`src/rtl/riscv_multicycle_ctrl_pkg.sv`:
```
// Shared encodings for the RV32 multi-cycle control unit: opcodes, FSM states,
// instruction classes and the datapath select/cause encodings.
package riscv_ctrl_pkg;

    localparam logic [6:0] OPC_R      = 7'b0110011;
    localparam logic [6:0] OPC_I      = 7'b0010011;
    localparam logic [6:0] OPC_LOAD   = 7'b0000011;
    localparam logic [6:0] OPC_STORE  = 7'b0100011;
    localparam logic [6:0] OPC_BRANCH = 7'b1100011;
    localparam logic [6:0] OPC_JAL    = 7'b1101111;
    localparam logic [6:0] OPC_JALR   = 7'b1100111;
    localparam logic [6:0] OPC_LUI    = 7'b0110111;
    localparam logic [6:0] OPC_AUIPC  = 7'b0010111;

    typedef enum logic [2:0] {
        ST_FETCH,
        ST_DECODE,
        ST_EXEC,
        ST_MEM,
        ST_WB,
        ST_TRAP
    } state_t;

    typedef enum logic [3:0] {
        CL_R,
        CL_I,
        CL_LOAD,
        CL_STORE,
        CL_BRANCH,
        CL_JAL,
        CL_JALR,
        CL_LUI,
        CL_AUIPC,
        CL_ILLEGAL
    } instr_class_t;

    localparam logic [1:0] ALU_OP_ADD    = 2'b00;
    localparam logic [1:0] ALU_OP_BRANCH = 2'b01;
    localparam logic [1:0] ALU_OP_RTYPE  = 2'b10;
    localparam logic [1:0] ALU_OP_ITYPE  = 2'b11;

    localparam logic [1:0] SRC_B_RS2  = 2'b00;
    localparam logic [1:0] SRC_B_FOUR = 2'b01;
    localparam logic [1:0] SRC_B_IMM  = 2'b10;

    localparam logic [1:0] WB_ALU = 2'b00;
    localparam logic [1:0] WB_MEM = 2'b01;
    localparam logic [1:0] WB_PC4 = 2'b10;

    localparam logic [1:0] CAUSE_NONE    = 2'b00;
    localparam logic [1:0] CAUSE_ILLEGAL = 2'b01;
    localparam logic [1:0] CAUSE_TIMEOUT = 2'b10;

    // Link-writing classes write PC+4 back to rd.
    function automatic logic is_link_class(instr_class_t c);
        return (c == CL_JAL) || (c == CL_JALR);
    endfunction

endpackage

```
`src/rtl/riscv_multicycle_ctrl_instr_class_decode.sv`:
```
// Combinational opcode -> instruction class decoder. Jump/upper-immediate
// opcodes are only recognised when EN_JUMP is non-zero; otherwise illegal.
module instr_class_decode
    import riscv_ctrl_pkg::*;
#(
    parameter int EN_JUMP = 1
)(
    input  logic [6:0]   opcode,
    output instr_class_t instr_class
);

    // Map the 7-bit major opcode onto a class; unknown opcodes are illegal.
    always_comb begin
        instr_class = CL_ILLEGAL;
        case (opcode)
            OPC_R:      instr_class = CL_R;
            OPC_I:      instr_class = CL_I;
            OPC_LOAD:   instr_class = CL_LOAD;
            OPC_STORE:  instr_class = CL_STORE;
            OPC_BRANCH: instr_class = CL_BRANCH;
            OPC_JAL:    if (EN_JUMP != 0) instr_class = CL_JAL;
            OPC_JALR:   if (EN_JUMP != 0) instr_class = CL_JALR;
            OPC_LUI:    if (EN_JUMP != 0) instr_class = CL_LUI;
            OPC_AUIPC:  if (EN_JUMP != 0) instr_class = CL_AUIPC;
            default:    instr_class = CL_ILLEGAL;
        endcase
    end

endmodule

```
`src/rtl/riscv_multicycle_ctrl.sv`:
```
// RV32 multi-cycle control unit: FETCH/DECODE/EXEC/MEM/WB sequencing with a
// stalling memory handshake, sticky traps (illegal opcode, memory timeout)
// and a retired-instruction counter.
module riscv_multicycle_ctrl
    import riscv_ctrl_pkg::*;
#(
    parameter int MEM_TIMEOUT = 15,
    parameter int CNT_W       = 32,
    parameter int EN_JUMP     = 1
)(
    input  logic             clk,
    input  logic             rst_n,
    input  logic [6:0]       opcode,
    input  logic             mem_ready,
    input  logic             br_taken,
    output logic             mem_read,
    output logic             mem_write,
    output logic             iord,
    output logic             ir_write,
    output logic             pc_write,
    output logic             pc_src,
    output logic             alu_src_a,
    output logic [1:0]       alu_src_b,
    output logic [1:0]       alu_op,
    output logic             reg_write,
    output logic [1:0]       mem_to_reg,
    output logic             trap,
    output logic [1:0]       trap_cause,
    output logic [CNT_W-1:0] instret
);

    localparam int WAIT_W = (MEM_TIMEOUT > 0) ? $clog2(MEM_TIMEOUT + 1) : 1;
    localparam logic [WAIT_W-1:0] WAIT_MAX = WAIT_W'(MEM_TIMEOUT);

    state_t             state_reg, state_next;
    instr_class_t       class_reg, class_next;
    instr_class_t       decoded_class;
    logic [WAIT_W-1:0]  wait_cnt_reg, wait_cnt_next;
    logic               trap_reg, trap_next;
    logic [1:0]         trap_cause_reg, trap_cause_next;
    logic [CNT_W-1:0]   instret_reg;
    logic               retire;
    logic               timeout_hit;

    logic               mem_read_comb, mem_write_comb, iord_comb, ir_write_comb;
    logic               pc_write_comb, pc_src_comb, alu_src_a_comb, reg_write_comb;
    logic [1:0]         alu_src_b_comb, alu_op_comb, mem_to_reg_comb;

    instr_class_decode #(
        .EN_JUMP     (EN_JUMP)
    ) u_decode (
        .opcode      (opcode),
        .instr_class (decoded_class)
    );

    // A late mem_ready on the final counted cycle still wins over the trap.
    assign timeout_hit = (MEM_TIMEOUT != 0) && (wait_cnt_reg == WAIT_MAX) && !mem_ready;

    // Next-state, trap capture, retirement and datapath controls (Moore except
    // the FETCH handshake and the branch-taken PC write).
    always_comb begin
        state_next      = state_reg;
        class_next      = class_reg;
        trap_next       = trap_reg;
        trap_cause_next = trap_cause_reg;
        retire          = 1'b0;
        mem_read_comb   = 1'b0;
        mem_write_comb  = 1'b0;
        iord_comb       = 1'b0;
        ir_write_comb   = 1'b0;
        pc_write_comb   = 1'b0;
        pc_src_comb     = 1'b0;
        alu_src_a_comb  = 1'b0;
        alu_src_b_comb  = SRC_B_RS2;
        alu_op_comb     = ALU_OP_ADD;
        reg_write_comb  = 1'b0;
        mem_to_reg_comb = WB_ALU;
        case (state_reg)
            ST_FETCH: begin
                mem_read_comb = 1'b1;
                if (mem_ready) begin
                    ir_write_comb = 1'b1;
                    pc_write_comb = 1'b1;
                    state_next    = ST_DECODE;
                end else if (timeout_hit) begin
                    state_next      = ST_TRAP;
                    trap_next       = 1'b1;
                    trap_cause_next = CAUSE_TIMEOUT;
                end
            end
            ST_DECODE: begin
                // Branch target PC+imm is formed here while the class resolves.
                alu_src_a_comb = 1'b1;
                alu_src_b_comb = SRC_B_IMM;
                alu_op_comb    = ALU_OP_ADD;
                class_next     = decoded_class;
                if (decoded_class == CL_ILLEGAL) begin
                    state_next      = ST_TRAP;
                    trap_next       = 1'b1;
                    trap_cause_next = CAUSE_ILLEGAL;
                end else begin
                    state_next = ST_EXEC;
                end
            end
            ST_EXEC: begin
                case (class_reg)
                    CL_R: begin
                        alu_op_comb = ALU_OP_RTYPE;
                        state_next  = ST_WB;
                    end
                    CL_I: begin
                        alu_op_comb    = ALU_OP_ITYPE;
                        alu_src_b_comb = SRC_B_IMM;
                        state_next     = ST_WB;
                    end
                    CL_LOAD, CL_STORE: begin
                        alu_src_b_comb = SRC_B_IMM;
                        state_next     = ST_MEM;
                    end
                    CL_BRANCH: begin
                        alu_op_comb   = ALU_OP_BRANCH;
                        pc_write_comb = br_taken;
                        pc_src_comb   = 1'b1;
                        retire        = 1'b1;
                        state_next    = ST_FETCH;
                    end
                    CL_JAL, CL_JALR: begin
                        pc_write_comb = 1'b1;
                        pc_src_comb   = 1'b1;
                        state_next    = ST_WB;
                    end
                    CL_LUI, CL_AUIPC: begin
                        // LUI relies on the datapath zeroing rs1 for a plain imm.
                        alu_src_a_comb = (class_reg == CL_AUIPC);
                        alu_src_b_comb = SRC_B_IMM;
                        state_next     = ST_WB;
                    end
                    default: state_next = ST_FETCH;
                endcase
            end
            ST_MEM: begin
                iord_comb      = 1'b1;
                mem_read_comb  = (class_reg == CL_LOAD);
                mem_write_comb = (class_reg == CL_STORE);
                if (mem_ready) begin
                    if (class_reg == CL_LOAD) begin
                        state_next = ST_WB;
                    end else begin
                        retire     = 1'b1;
                        state_next = ST_FETCH;
                    end
                end else if (timeout_hit) begin
                    state_next      = ST_TRAP;
                    trap_next       = 1'b1;
                    trap_cause_next = CAUSE_TIMEOUT;
                end
            end
            ST_WB: begin
                reg_write_comb = 1'b1;
                if (class_reg == CL_LOAD) begin
                    mem_to_reg_comb = WB_MEM;
                end else if (is_link_class(class_reg)) begin
                    mem_to_reg_comb = WB_PC4;
                end
                retire     = 1'b1;
                state_next = ST_FETCH;
            end
            ST_TRAP: state_next = ST_TRAP;
            default: state_next = ST_FETCH;
        endcase
    end

    // Wait counter: counts stalled cycles while staying in FETCH/MEM, clears otherwise.
    always_comb begin
        wait_cnt_next = '0;
        if ((MEM_TIMEOUT != 0) && ((state_reg == ST_FETCH) || (state_reg == ST_MEM))
                && (state_next == state_reg) && !mem_ready) begin
            wait_cnt_next = wait_cnt_reg + 1'b1;
        end
    end

    // State, class, timeout, trap and retirement registers.
    always_ff @(posedge clk) begin
        if (!rst_n) begin
            state_reg      <= ST_FETCH;
            class_reg      <= CL_ILLEGAL;
            wait_cnt_reg   <= '0;
            trap_reg       <= 1'b0;
            trap_cause_reg <= CAUSE_NONE;
            instret_reg    <= '0;
        end else begin
            state_reg      <= state_next;
            class_reg      <= class_next;
            wait_cnt_reg   <= wait_cnt_next;
            trap_reg       <= trap_next;
            trap_cause_reg <= trap_cause_next;
            instret_reg    <= instret_reg + {{(CNT_W-1){1'b0}}, retire};
        end
    end

    // Every output is held at zero while reset is asserted.
    assign mem_read   = rst_n & mem_read_comb;
    assign mem_write  = rst_n & mem_write_comb;
    assign iord       = rst_n & iord_comb;
    assign ir_write   = rst_n & ir_write_comb;
    assign pc_write   = rst_n & pc_write_comb;
    assign pc_src     = rst_n & pc_src_comb;
    assign alu_src_a  = rst_n & alu_src_a_comb;
    assign alu_src_b  = rst_n ? alu_src_b_comb  : 2'b00;
    assign alu_op     = rst_n ? alu_op_comb     : 2'b00;
    assign reg_write  = rst_n & reg_write_comb;
    assign mem_to_reg = rst_n ? mem_to_reg_comb : 2'b00;
    assign trap       = rst_n & trap_reg;
    assign trap_cause = rst_n ? trap_cause_reg  : 2'b00;
    assign instret    = rst_n ? instret_reg     : '0;

endmodule

```
`config.mk`:
```
export PLATFORM = sky130hd
export DESIGN_NAME = riscv_multicycle_ctrl
export DESIGN_NICKNAME = d
export VERILOG_FILES = /design/src/rtl/riscv_multicycle_ctrl_pkg.sv /design/src/rtl/riscv_multicycle_ctrl_instr_class_decode.sv /design/src/rtl/riscv_multicycle_ctrl.sv
export SDC_FILE = /design/constraint.sdc
export NUM_CORES = 1
export LEC_CHECK = 0
export ABC_AREA = 1
export ABC_CLOCK_PERIOD_IN_PS = 2500
export BUFFER_PORTS_ARGS = -buffer_cell sky130_fd_sc_hd__buf_2
export CAP_MARGIN = 20
export CORE_ASPECT_RATIO = 1.75
export CORE_MARGIN = 1
export CORE_UTILIZATION = 55
export CTS_BUF_LIST = sky130_fd_sc_hd__clkbuf_4
export CTS_CLUSTER_SIZE = 25
export DETAILED_ROUTE_END_ITERATION = 12
export PLACE_DENSITY = 0.84
export SKIP_LAST_GASP = 1
export SLEW_MARGIN = 5
export SYNTH_ARGS = -nofsm -noshare
export SYNTH_HDL_FRONTEND = slang
export SYNTH_HIERARCHICAL = 1
export SYNTH_SLANG_ARGS = --single-unit
```
`constraint.sdc`:
```
create_clock -name clk -period 2.5 [get_ports clk]
set_clock_uncertainty 0.1 [all_clocks]
set_input_delay 0.25 -clock clk [delete_from_list [all_inputs] [get_ports clk]]
set_output_delay 0.25 -clock clk [all_outputs]
set_load 0.01 [all_outputs]
```
Word-level counts from Yosys, hierarchy flattened
Index checks and enable logic that the tools add are counted.

word-level totals
  bits of input ports = 11
  bits in registers = 46
  logic and storage cells = 107
  output and inout bits = 49

cells by class
  muxes and demuxes = 44
  reduce and logical (&&, ||, !) cells = 18
  equal/unequal tests = 28
  add/subtract/negate cells = 2
  bitwise gates (word level) = 9

operators with widths
  kind                                                             count
  4-bit case mux with 9 select lines                               1
  32-bit by 1-bit adder with 32-bit output                         1
  32-bit 2-to-1 mux                                                1
  2-bit 2-to-1 mux                                                 12
  7-bit by 6-bit == test with 1-bit output, second input constant  3
  7-bit == test, second input constant                             3
  4-bit by 3-bit == test with 1-bit output, second input constant  4
  3-bit 2-to-1 mux                                                 5
  3-bit case mux with 5 select lines                               1
  7-bit by 5-bit == test with 1-bit output, second input constant  2
  1-bit 2-to-1 mux                                                 14
  4-bit == test, second input constant                             3
  1-bit case mux with 2 select lines                               5
  1-bit AND                                                        9
  4-bit by 2-bit == test with 1-bit output, second input constant  2
  2-bit case mux with 2 select lines                               2
  2-bit OR reduction                                               4
  7-bit by 2-bit == test with 1-bit output, second input constant  1
  3-bit by 2-bit == test with 1-bit output, second input constant  2
  3-bit == test, second input constant                             2
  2-bit case mux with 3 select lines                               1
  3-bit case mux with 2 select lines                               1
  6-bit OR reduction                                               1
  5-bit OR reduction                                               1
  other kinds (16)                                                 20

Longest topological paths before layout
Gate-level depths: netlist of the first run.

  word-level depth = 9
  gate-level depth with buffers = 17
  mapped depth without buffers = 17

Modules after synthesis
Netlist of the first run, hierarchy kept.

by module, submodules not included
  module                 cells an instance  area each (um^2)  sequential area each (um^2)  times used
  riscv_multicycle_ctrl  468                2877.8            920.9                        1
  instr_class_decode     46                 188.9             0.0                          1

Worst setup path after synthesis of the first run
OpenSTA, ideal clock, no wires.

  path kind = register to register
  from = register state_reg[1]
  to = register instret_reg[18]
  path buffers = 0
  library setup time = 0.115 ns
  arrival time = 1.979 ns
  clock period less this slack = 2.194 ns
  stages on the path, launching flop included = 16
  setup slack = 0.306 ns
  cells stage by stage = dfxtp_1 > inv_2 > nor3_4 > nand2_1 > o211ai_1 > ha_1 > ha_1 > nand2_2 > nor2_4 > nand2_2 > nor2_4 > nand2_1 > clkinv_1 > nand3_1 > nand2_1 > nor2_1

on the way
  word-level cells in the longest chain between the ends = 3

RTL lines
  what                                                                              RTL line                      text
  from (decl)                                                                       riscv_multicycle_ctrl.sv:35   state_t state_reg, state_next;
  from (signal assigned)                                                            riscv_multicycle_ctrl.sv:192  state_reg <= state_next;
  3-bit == test / 3-bit by 2-bit == test with 1-bit output (equally long branches)  riscv_multicycle_ctrl.sv:78   case (state_reg)
  1-bit case mux with 3 select lines (*)                                            riscv_multicycle_ctrl.sv:78
  32-bit by 1-bit adder with 32-bit output (*)                                      riscv_multicycle_ctrl.sv:197  instret_reg <= instret_reg + {{(CNT_W-1){1'b0}}, retire};
  to (signal assigned)                                                              riscv_multicycle_ctrl.sv:197
  to (decl)                                                                         riscv_multicycle_ctrl.sv:41   logic [CNT_W-1:0] instret_reg;

Mark *: on every way between the ends. The rest lies on a longest branch, timed or not.
A chain may end at the register's enable or synchronous reset.

Final worst setup path of the first run
  from = register class_reg[1]
  to = register instret_reg[18]

on the way
  word-level cells in the longest chain between the ends = 5

RTL lines
  what                                          RTL line                      text
  from (decl)                                   riscv_multicycle_ctrl.sv:36   instr_class_t class_reg, class_next;
  from (signal assigned)                        riscv_multicycle_ctrl.sv:193  class_reg <= class_next;
  4-bit by 2-bit == test with 1-bit output      riscv_multicycle_ctrl.sv:146  if (class_reg == CL_LOAD) begin
  1-bit 2-to-1 mux                              riscv_multicycle_ctrl.sv:146
  1-bit 2-to-1 mux                              riscv_multicycle_ctrl.sv:145  if (mem_ready) begin
  1-bit case mux with 3 select lines (*)        riscv_multicycle_ctrl.sv:78
  32-bit by 1-bit adder with 32-bit output (*)  riscv_multicycle_ctrl.sv:197

Marked as above.

==> results.py, run 1 <==
metrics = {
    "status": {
        "status": "complete, no violations",
    },
    "setup_path": {
        "critical_path_class": "flip-flop to flip-flop",
        "startpoint_type": "flip-flop",
        "critPathArrivalTime_ns": 2.49,
        "end_kind": "flip-flop",
        "path_cells": "nor2_4, nand3_1, inv_1, nand2_1, o211ai_1, ha_2, ha_4, nand2_2, nor2_4, nand2_4, nor2_4, nand2_1, clkinv_1, nand3_1, nand2_1, nor2_1",
        "cp.buffers_inverters": 2,
        "crit_slowest_cell": "dfxtp_2",
        "path_delay_family": "simple AND/OR/NAND/NOR gates",
        "cpPeakStageDelay_ns": 0.40,
        "required_ns": 2.69,
        "cp_max_fo": 7,
    },
    "global_route": {
        "grt_pass1_vias": 3246,
        "grt_pass1_wl_um": 13500,
        "grt_use_total_pct": 29.3,
        "grt-ovfl-total": 0,
        "grt_util_met1_pct": 29.4,
        "grt_max_degree": 33,
        "busiest_layer": "met2",
        "grt_use_met2_pct": 54.9,
        "antenna_found_initial": 0,
        "met3_usage_pct": 3.47,
    },
    "floorplan": {
        "rows": 35,
        "fp.dieW_um": 58.4,
        "die-area_um2": 5890,
        "initial_core_util_pct": 57.9,
        "io_pins": 60,
        "fp.dieH_um": 101,
        "core_um2": 5300,
    },
    "route": {
        "final_antenna_net_count": 0,
        "viasPerCell": 5.28,
        "vias": 3419,
        "wl_um": 8210,
        "drt_iter0_markers": 226,
        "drc": 0,
        "wl_per_cell_um": 12.7,
        "drtPass1Iterations": 5,
    },
    "sta": {
        "fin_crit_sh_pct": 92.1,
        "setup_violations": 0,
        "slew_viol_final": 0,
        "grt_setup_unrepaired": "false",
        "max_slew_margin_pct": 63.6,
        "min_period_ns": 2.30,
        "hold_violations": 0,
        "tns_ns": 0,
        "max_freq_mhz": 434,
        "worst_pin_slew_ns": 0.546,
        "setup_slack_ns": 0.197,
    },
    "cts": {
        "cts.sink_count": 46,
        "clk_pin_slew_ns": 0.14,
        "cts_max_level": 2,
        "clockRootBuffer": "clkbuf_4",
        "clockBufferDepth": 2,
        "cts_hold_buf": 0,
        "clk_latency_ns": 0.37,
        "cts_tree": "done",
        "cts_made_buffers": 5,
    },
    "place": {
        "gp_congestion": 0.932,
        "hpwl_um": 6250,
        "placed_area_um2": 3440,
        "post-place-ws_ns": 0.0479,
        "io_buffer_count": 58,
    },
    "power_and_ir_drop": {
        "irDropWorstVdd_uv": 466,
        "p_per_area_nw_per_um2": 407,
        "power.total_mw": 1.45,
        "p_leak_nw": 1.82,
    },
    "synthesis": {
        "seq_area_frac_synth_pct": 30.0,
        "synth_area_per_cell_um2": 5.97,
        "ys_types": 39,
        "synthesis.nets": 528,
        "synthTopCellsByArea": "dfxtp_1 30%, nand2_1 18%, inv_1 10%, nor2_1 10%, a21oi_1 4.4%",
        "synth.largest_area_cell": "dfxtp_1",
        "synth-seq-cells": 46,
        "async_flop_share_pct": 0,
        "ys_warn_count": 6,
        "synth_area_um2": 3070,
        "synth_top_flop_cell": "dfxtp_1",
        "synth-edff-count": 0,
        "synthCells": 514,
        "yosys.area.top_type_share_pct": 30.0,
    },
    "cells_and_area": {
        "syn2layout_area_growth_pct": 16.2,
        "nNetsFinal": 588,
        "stdcell_area_um2": 3560,
        "drive_gt1_share_pct": 19.5,
        "largest_reg_flops": 32,
        "n_antenna_cell": 0,
    },
    "worst_hold_path": {
        "hold_path.class": "input pin to flip-flop",
    },
    "run": {
        "maxCapViolCount": 0,
    },
}
-- metal layers --
metal | share of wire (%) | up-vias | routed length, um
met5 | 0 | - | 0
met2 | 55 | 120 | 4480
li1 | - | 1707 | -
met4 | 4.9 | 0 | 405
met3 | 4.2 | 37 | 349
met1 | 36 | 1555 | 2980
-- synthesized netlist by cell type (3+ instances only) --
cell / number
nand2_1: 148
inv_2: 5
clkbuf_1: 4
nor2_1: 82
inv_1: 82
nor2_2: 6
nand3b_1: 6
nand2_2: 7
o21ai_0: 7
ha_1: 3
nor3_1: 12
nand3_2: 3
xnor2_1: 3
buf_1: 4
nor2_4: 3
a21oi_1: 27
xor2_1: 6
o211ai_1: 3
nand3_1: 26
nand4_1: 7
dfxtp_1: 46
-- logic make-up after synthesis --
group | after synthesis | synth area share (%)
simple gates | 308 | 44.9
buf+inv | 99 | 12.3
compound gates | 48 | 8.85
flops | 46 | 30.0
xor+xnor | 9 | 2.57
fa+ha+maj | 3 | 1.22
other cells | 1 | 0.122
-- final cells by class --
type                       count  area (um2)
fill                         511        1740
multi-input combinational    369        1800
sequential                    46         933
inverter                      88         330
clock inverter                 2        33.8
clock buffer                   5        37.5
tap                           74        92.6
timing repair buffer          64         335
-- tightest hold or removal path, stage by stage --
cell	delay [ns]
buf_2	0.19
nand2_1	0.08
inv_1	0.03
-- cells in the final DEF (no fill, tap or decap), types with 7 or more instances in the layout --
| cell type | Yosys | layout |
|---|---|---|
| nand4_1 | 7 | 7 |
| inv_1 | 82 | 82 |
| nand2_1 | 148 | 148 |
| nand3_1 | 26 | 25 |
| nor3_1 | 12 | 12 |
| a21oi_1 | 27 | 27 |
| o21ai_0 | 7 | 7 |
| nor2_1 | 82 | 81 |
| buf_2 | 2 | 58 |
| dfxtp_1 | 46 | 40 |
-- final timing paths --
check	startpoint	to	slack, ns	cells past startpoint
worst max-delay path	class_reg[1]	instret_reg[18]	0.20	16
worst min-delay path	rst_n	instret_reg[1]	0.12	3
worst min register to register	wait_cnt_reg[0]	wait_cnt_reg[0]	0.36	1
worst max register to register	class_reg[1]	instret_reg[18]	0.20	16
-- timing repair --
action | 4_1_cts | 5_1_grt
gates resized for setup | 0 | 15
endpoints found under the setup margin | 0 | 7
hold endpoints to repair | 0 | 0
buffers inserted | 0 | 1
-- where the power goes --
| part | switching, mW | internal (mW) |
|---|---|---|
| combinational | 0.144 | 0.0711 |
| sequential | 0.0256 | 0.759 |
| clock | 0.250 | 0.203 |
| total | 0.419 | 1.03 |
-- metrics by stage --
stage	utilization (%)	cells	hold slack [ns]
6_report	67.2	648	0.117
5_1_grt	67.2	648	0.153
4_1_cts	66.3	647	0.115
3_5_place_dp	64.9	640	0.345
3_3_place_gp	64.9	640	0.329
2_1_floorplan	-	514	0.317
(Power assumes the default switching activity.)
==> run 2, diff against run 1 <==
--- a/config.mk
+++ b/config.mk
@@ -12,7 +12,6 @@
 export CORE_ASPECT_RATIO = 1.75
 export CORE_MARGIN = 1
 export CORE_UTILIZATION = 55
-export CTS_BUF_LIST = sky130_fd_sc_hd__clkbuf_4
 export CTS_CLUSTER_SIZE = 25
 export DETAILED_ROUTE_END_ITERATION = 12
 export PLACE_DENSITY = 0.84
==> run 2 against run 1 <==
Net effect:
- first-iteration DRC count decreased by 24%
- non-clock buffer count increased by 1
- largest cell class unchanged
- worst setup slack got worse by 0.026 ns
- sequential power about the same
- register-to-register slack got worse by 0.03 ns
- fmax decreased by 1.1%
- highest routed layer unchanged
- hold slack improved by 0.070 ns
- combinational power about the same
- critical path type unchanged
==> results.py, run 2 (synthesis gave the netlist of run 1 again) <==
metrics = {
    "sta": {
        "slew_viol_final": 0,
        "setup_violations": 0,
        "fin_hold_ws_ns": 0.187,
        "max_freq_mhz": 429,
        "tns_ns": 0,
        "hold_violations": 0,
        "min_period_ns": 2.33,
        "max_slew_margin_pct": 63.2,
        "worst_pin_slew_ns": 0.551,
        "fin_crit_sh_pct": 93.2,
    },
    "cts": {
        "clk_pin_slew_ns": 0.09,
        "cts_made_buffers": 5,
        "cts_max_level": 2,
        "clockBufferDepth": 2,
        "cts.sink_count": 46,
        "clk_latency_ns": 0.31,
        "clockRootBuffer": "clkbuf_8",
        "cts_tree": "done",
    },
    "setup_path": {
        "setup.worst_path.start": "class_reg[1]",
        "end_kind": "flip-flop",
        "critical_path_class": "flip-flop to flip-flop",
        "cp_max_fo": 7,
        "required_ns": 2.63,
        "startpoint_type": "flip-flop",
        "critPathArrivalTime_ns": 2.46,
        "r2r-start": "class_reg[1]",
    },
    "place": {
        "dp.cells": 640,
        "gp_congestion": 0.932,
        "io_buffer_count": 58,
        "hpwl_um": 6250,
    },
    "route": {
        "drc": 0,
        "drt_iter0_markers": 172,
        "final_antenna_net_count": 0,
        "wl_per_cell_um": 12.6,
        "vias": 3407,
        "wl_um": 8170,
        "drtPass1Iterations": 4,
        "viasPerCell": 5.25,
    },
    "floorplan": {
        "io_pins": 60,
        "core_um2": 5300,
        "rows": 35,
        "fp.dieW_um": 58.4,
        "initial_core_util_pct": 57.9,
        "fp.dieH_um": 101,
        "die-area_um2": 5890,
    },
    "cells_and_area": {
        "regArea_um2": 931,
        "n_antenna_cell": 0,
        "fin_util_pct": 68.1,
        "nNetsFinal": 589,
        "final_cells": 649,
        "final_common_cell": "nand2_1",
        "final_cell_mix": "148 x nand2_1, 82 x inv_1, 81 x nor2_1",
        "fillCellCount": 498,
        "multi_input_area_um2": 1800,
        "drive_gt1_share_pct": 19.8,
        "syn2layout_area_growth_pct": 17.7,
        "largest_reg_flops": 32,
    },
    "global_route": {
        "grt_use_total_pct": 29.6,
        "antenna_found_initial": 0,
        "grt-ovfl-total": 0,
        "grt_pass1_wl_um": 13600,
        "grt_max_degree": 33,
        "grt_pass1_vias": 3222,
    },
    "worst_hold_path": {
        "holdCritStartpoint": "rst_n",
        "hold_path.class": "input pin to flip-flop",
    },
    "power_and_ir_drop": {
        "p_leak_nw": 1.85,
        "irDropWorstVdd_uv": 465,
        "p_per_area_nw_per_um2": 440,
    },
    "run": {
        "maxCapViolCount": 0,
    },
    "status": {
        "status": "complete, no violations",
    },
}
-- run 2: cell count changes in the layout (fill, tap and decap cells not counted) --
cell	change
dfxtp_4	-1
clkinv_1	-1
buf_4	+1
clkbuf_8	+6
clkbuf_4	-5
dfxtp_2	+1
-- run 2: critical path: stages, from the launching register on --
cell      delay, ns
dfxtp_2        0.38
nor2_2         0.14
nand3_1        0.10
inv_1          0.08
nand2_1        0.07
o211ai_1       0.11
ha_2           0.25
ha_4           0.15
nand2_2        0.07
nor2_4         0.21
buf_4          0.15
inv_2          0.04
nor2_4         0.12
xor2_1         0.15
inv_1          0.06
nor2_1         0.08
-- run 2: cell type report --
cell class / count / area share, %
clock buffers: 6 / 2.29
clock inverters: 1 / 0.832
inverters: 88 / 9.15
multi-input cells: 369 / 49.9
flip-flops and latches: 46 / 25.8
well taps: 74 / 2.56
repair buffers: 65 / 9.50
-- run 2: per-stage QoR --
step | worst slack [ns] | area [um2] | power (mW)
after floorplan | 0.306 | 3070 | 0.944
after global placement | 0.178 | 3440 | 0.997
after detailed placement | 0.0479 | 3440 | 1.00
after CTS | 0.0334 | 3550 | 1.57
after global routing | -0.00472 | 3610 | 1.64
final | 0.171 | 3610 | 1.59
-- run 2: final timing paths --
check / slack, ns / end / cells past startpoint
setup / recovery: 0.17 / instret_reg[12] / 15
hold / removal: 0.19 / instret_reg[1] / 3
setup reg to reg: 0.17 / instret_reg[12] / 15
hold reg to reg: 0.35 / wait_cnt_reg[0] / 1
-- run 2: power by group --
part | switching, mW | leakage (nW) | internal, mW
Sequential | 0.0242 | 0.374 | 0.758
Clock | 0.268 | 0.0573 | 0.321
Combinational | 0.144 | 1.42 | 0.0718
Total | 0.436 | 1.85 | 1.15
-- run 2: what timing repair did --
item | in CTS | in global routing
hold buffers | 0 | 0
setup endpoints to repair | 0 | 7
buffers inserted | 0 | 2
resized for setup | 0 | 14
-- run 2: layer usage --
layer	up-vias	part of all wire (%)	global-route usage, %	wire length (um)
met5	-	0	0	0
met4	0	5.4	16.1	438
met3	36	4.2	2.95	345
met2	126	54	56.4	4430
met1	1536	36	30.3	2960
li1	1709	-	-	-
==> run 3, diff against run 2 <==
--- a/config.mk
+++ b/config.mk
@@ -6,7 +6,7 @@
 export NUM_CORES = 1
 export LEC_CHECK = 0
 export ABC_AREA = 1
-export ABC_CLOCK_PERIOD_IN_PS = 2500
+export ABC_CLOCK_PERIOD_IN_PS = 2300
 export BUFFER_PORTS_ARGS = -buffer_cell sky130_fd_sc_hd__buf_2
 export CAP_MARGIN = 20
 export CORE_ASPECT_RATIO = 1.75
==> constraint.sdc (replaced) <==
create_clock -name clk -period 2.3 [get_ports clk]
set_clock_uncertainty 0.1 [all_clocks]
set_input_delay 0.23 -clock clk [delete_from_list [all_inputs] [get_ports clk]]
set_output_delay 0.23 -clock clk [all_outputs]
set_load 0.01 [all_outputs]
==> run 3 against run 2 <==
Net effect:
- hold slack got worse by 0.0068 ns
- first-iteration DRC count fell by 25%
- critical path depth unchanged
- highest routed layer unchanged
- critical endpoint is now instret_reg[18]
==> results.py, run 3 (synthesis gave the netlist of run 1 again) <==
metrics = {
    "place": {
        "io_buffer_count": 58,
        "dp.cells": 645,
        "placed_area_um2": 3480,
        "hpwl_um": 5990,
        "gp_congestion": 0.949,
    },
    "cells_and_area": {
        "stdcell_area_um2": 3710,
        "final_common_cell": "nand2_1",
        "regArea_um2": 940,
        "n_antenna_cell": 0,
        "nNetsFinal": 597,
        "final_cells": 658,
        "final_cell_mix": "146 x nand2_1, 80 x inv_1, 80 x nor2_1",
        "largest_reg_flops": 32,
        "syn2layout_area_growth_pct": 21.0,
        "drive_gt1_share_pct": 22.6,
        "multi_input_area_um2": 1840,
        "fillCellCount": 468,
    },
    "sta": {
        "max_freq_mhz": 458,
        "min_period_ns": 2.18,
        "grt_setup_unrepaired": "true",
        "tns_ns": 0,
        "setup_violations": 0,
        "fin_crit_sh_pct": 94.8,
        "hold_violations": 0,
        "slew_viol_final": 0,
    },
    "floorplan": {
        "die-area_um2": 5890,
        "fp.dieH_um": 101,
        "fp.dieW_um": 58.4,
        "io_pins": 60,
        "core_um2": 5300,
        "rows": 35,
        "initial_core_util_pct": 57.9,
    },
    "global_route": {
        "antenna_found_initial": 0,
        "grt_pass1_wl_um": 12800,
        "grt-ovfl-total": 0,
        "grt_use_total_pct": 27.8,
        "grt_max_degree": 41,
        "grt_pass1_vias": 3172,
    },
    "power_and_ir_drop": {
        "p_per_area_nw_per_um2": 460,
        "clkPwrFrac_pct": 35.7,
        "power.total_mw": 1.71,
        "internal_power_mw": 1.23,
        "pwr-share-comb_pct": 14.3,
        "seqPwrFrac_pct": 49.9,
        "sw_frac_of_total_pct": 28.0,
        "irDropWorstVdd_uv": 395,
        "p_leak_nw": 1.89,
        "switchingPower_mw": 0.477,
    },
    "route": {
        "viasPerCell": 5.19,
        "drt_iter0_markers": 129,
        "drtPass1Iterations": 4,
        "final_antenna_net_count": 0,
        "vias": 3416,
        "wl_per_cell_um": 12.0,
        "drc": 0,
        "wl_um": 7880,
    },
    "setup_path": {
        "startpoint_type": "flip-flop",
        "required_ns": 2.41,
        "end_kind": "flip-flop",
        "critPathArrivalTime_ns": 2.29,
        "cp_max_fo": 4,
        "critical_path_class": "flip-flop to flip-flop",
    },
    "cts": {
        "clk_latency_ns": 0.31,
        "cts.sink_count": 46,
        "clk_pin_slew_ns": 0.09,
        "cts_hold_buf": 0,
        "clockRootBuffer": "clkbuf_8",
        "cts_tree": "done",
        "cts_max_level": 2,
        "clockBufferDepth": 2,
        "cts_made_buffers": 5,
    },
    "worst_hold_path": {
        "hold_path.class": "input pin to flip-flop",
    },
    "status": {
        "status": "complete, no violations",
    },
    "run": {
        "maxCapViolCount": 0,
    },
}
[run 3: changes by cell type in the layout (fill, tap and decap cells not counted), moves of 2 or more]
| cell | before | now |
|---|---|---|
| dfxtp_2 | 5 | 3 |
| nor2_4 | 4 | 6 |
| inv_1 | 82 | 80 |
| nand2_2 | 6 | 8 |
| nand2_1 | 148 | 146 |
| inv_2 | 5 | 8 |
| clkinv_2 | 0 | 2 |
| dfxtp_4 | 1 | 4 |
| buf_4 | 7 | 15 |
[run 3: per-layer routing]
| metal | track usage [%] | vias to the layer above | part of all wire, % |
|---|---|---|---|
| li1 | - | 1725 | - |
| met3 | 5.01 | 31 | 3.7 |
| met1 | 26.2 | 1559 | 37 |
| met4 | 17.6 | 0 | 4.9 |
| met2 | 53.0 | 101 | 55 |
| met5 | 0 | - | 0 |
[run 3: final cells by class]
type | count | share of cell area, %
clock inverters | 3 | 1.08
multi-input cells | 369 | 49.5
inverters | 88 | 8.90
flip-flops and latches | 46 | 25.3
repair buffers | 73 | 10.9
clock buffers | 5 | 1.85
well taps | 74 | 2.50
[run 3: critical path: stages, from the launching register on]
cell	delay [ns]
dfxtp_4	0.39
inv_2	0.05
nand3_2	0.09
nand2_1	0.07
o211ai_1	0.20
ha_2	0.24
ha_4	0.14
nand2_2	0.06
nor2_4	0.17
nand2_4	0.10
nor2_4	0.14
nand2_2	0.06
inv_2	0.09
nand3_1	0.06
nand2_1	0.07
nor2_1	0.04
[run 3: repair_timing]
item | in CTS | in global routing
setup endpoints to repair | 3 | 19
resized for setup | 2 | 27
buffers inserted | 1 | 4
pin swaps | 1 | 5
[run 3: path summary, 6_finish.rpt]
| kind | cells after the start | from | slack [ns] | end |
|---|---|---|---|---|
| setup / recovery | 15 | class_reg[0] | 0.12 | instret_reg[18] |
| hold / removal | 4 | mem_ready | 0.18 | state_reg[2] |
| setup reg to reg | 15 | class_reg[0] | 0.12 | instret_reg[18] |
| hold reg to reg | 1 | wait_cnt_reg[0] | 0.34 | wait_cnt_reg[0] |
[run 3: through the flow]
| step | hold WS, ns | worst slack [ns] | utilization (%) |
|---|---|---|---|
| finish | 0.181 | 0.118 | 70.0 |
| global route | 0.217 | -0.0354 | 70.0 |
| CTS | 0.189 | 0.00372 | 67.9 |
| detailed placement | 0.335 | -0.0242 | 65.6 |
| global placement | 0.328 | 0.0599 | 65.6 |
| floorplan | 0.317 | 0.106 | - |
[run 3: power by group through the flow]
stage | clock network, mW | registers (mW) | logic [mW]
2_1_floorplan | 0 | 0.860 | 0.167
3_3_place_gp | 0 | 0.862 | 0.229
3_5_place_dp | 0 | 0.863 | 0.235
4_1_cts | 0.610 | 0.845 | 0.236
5_1_grt | 0.646 | 0.855 | 0.272
6_report | 0.610 | 0.851 | 0.245
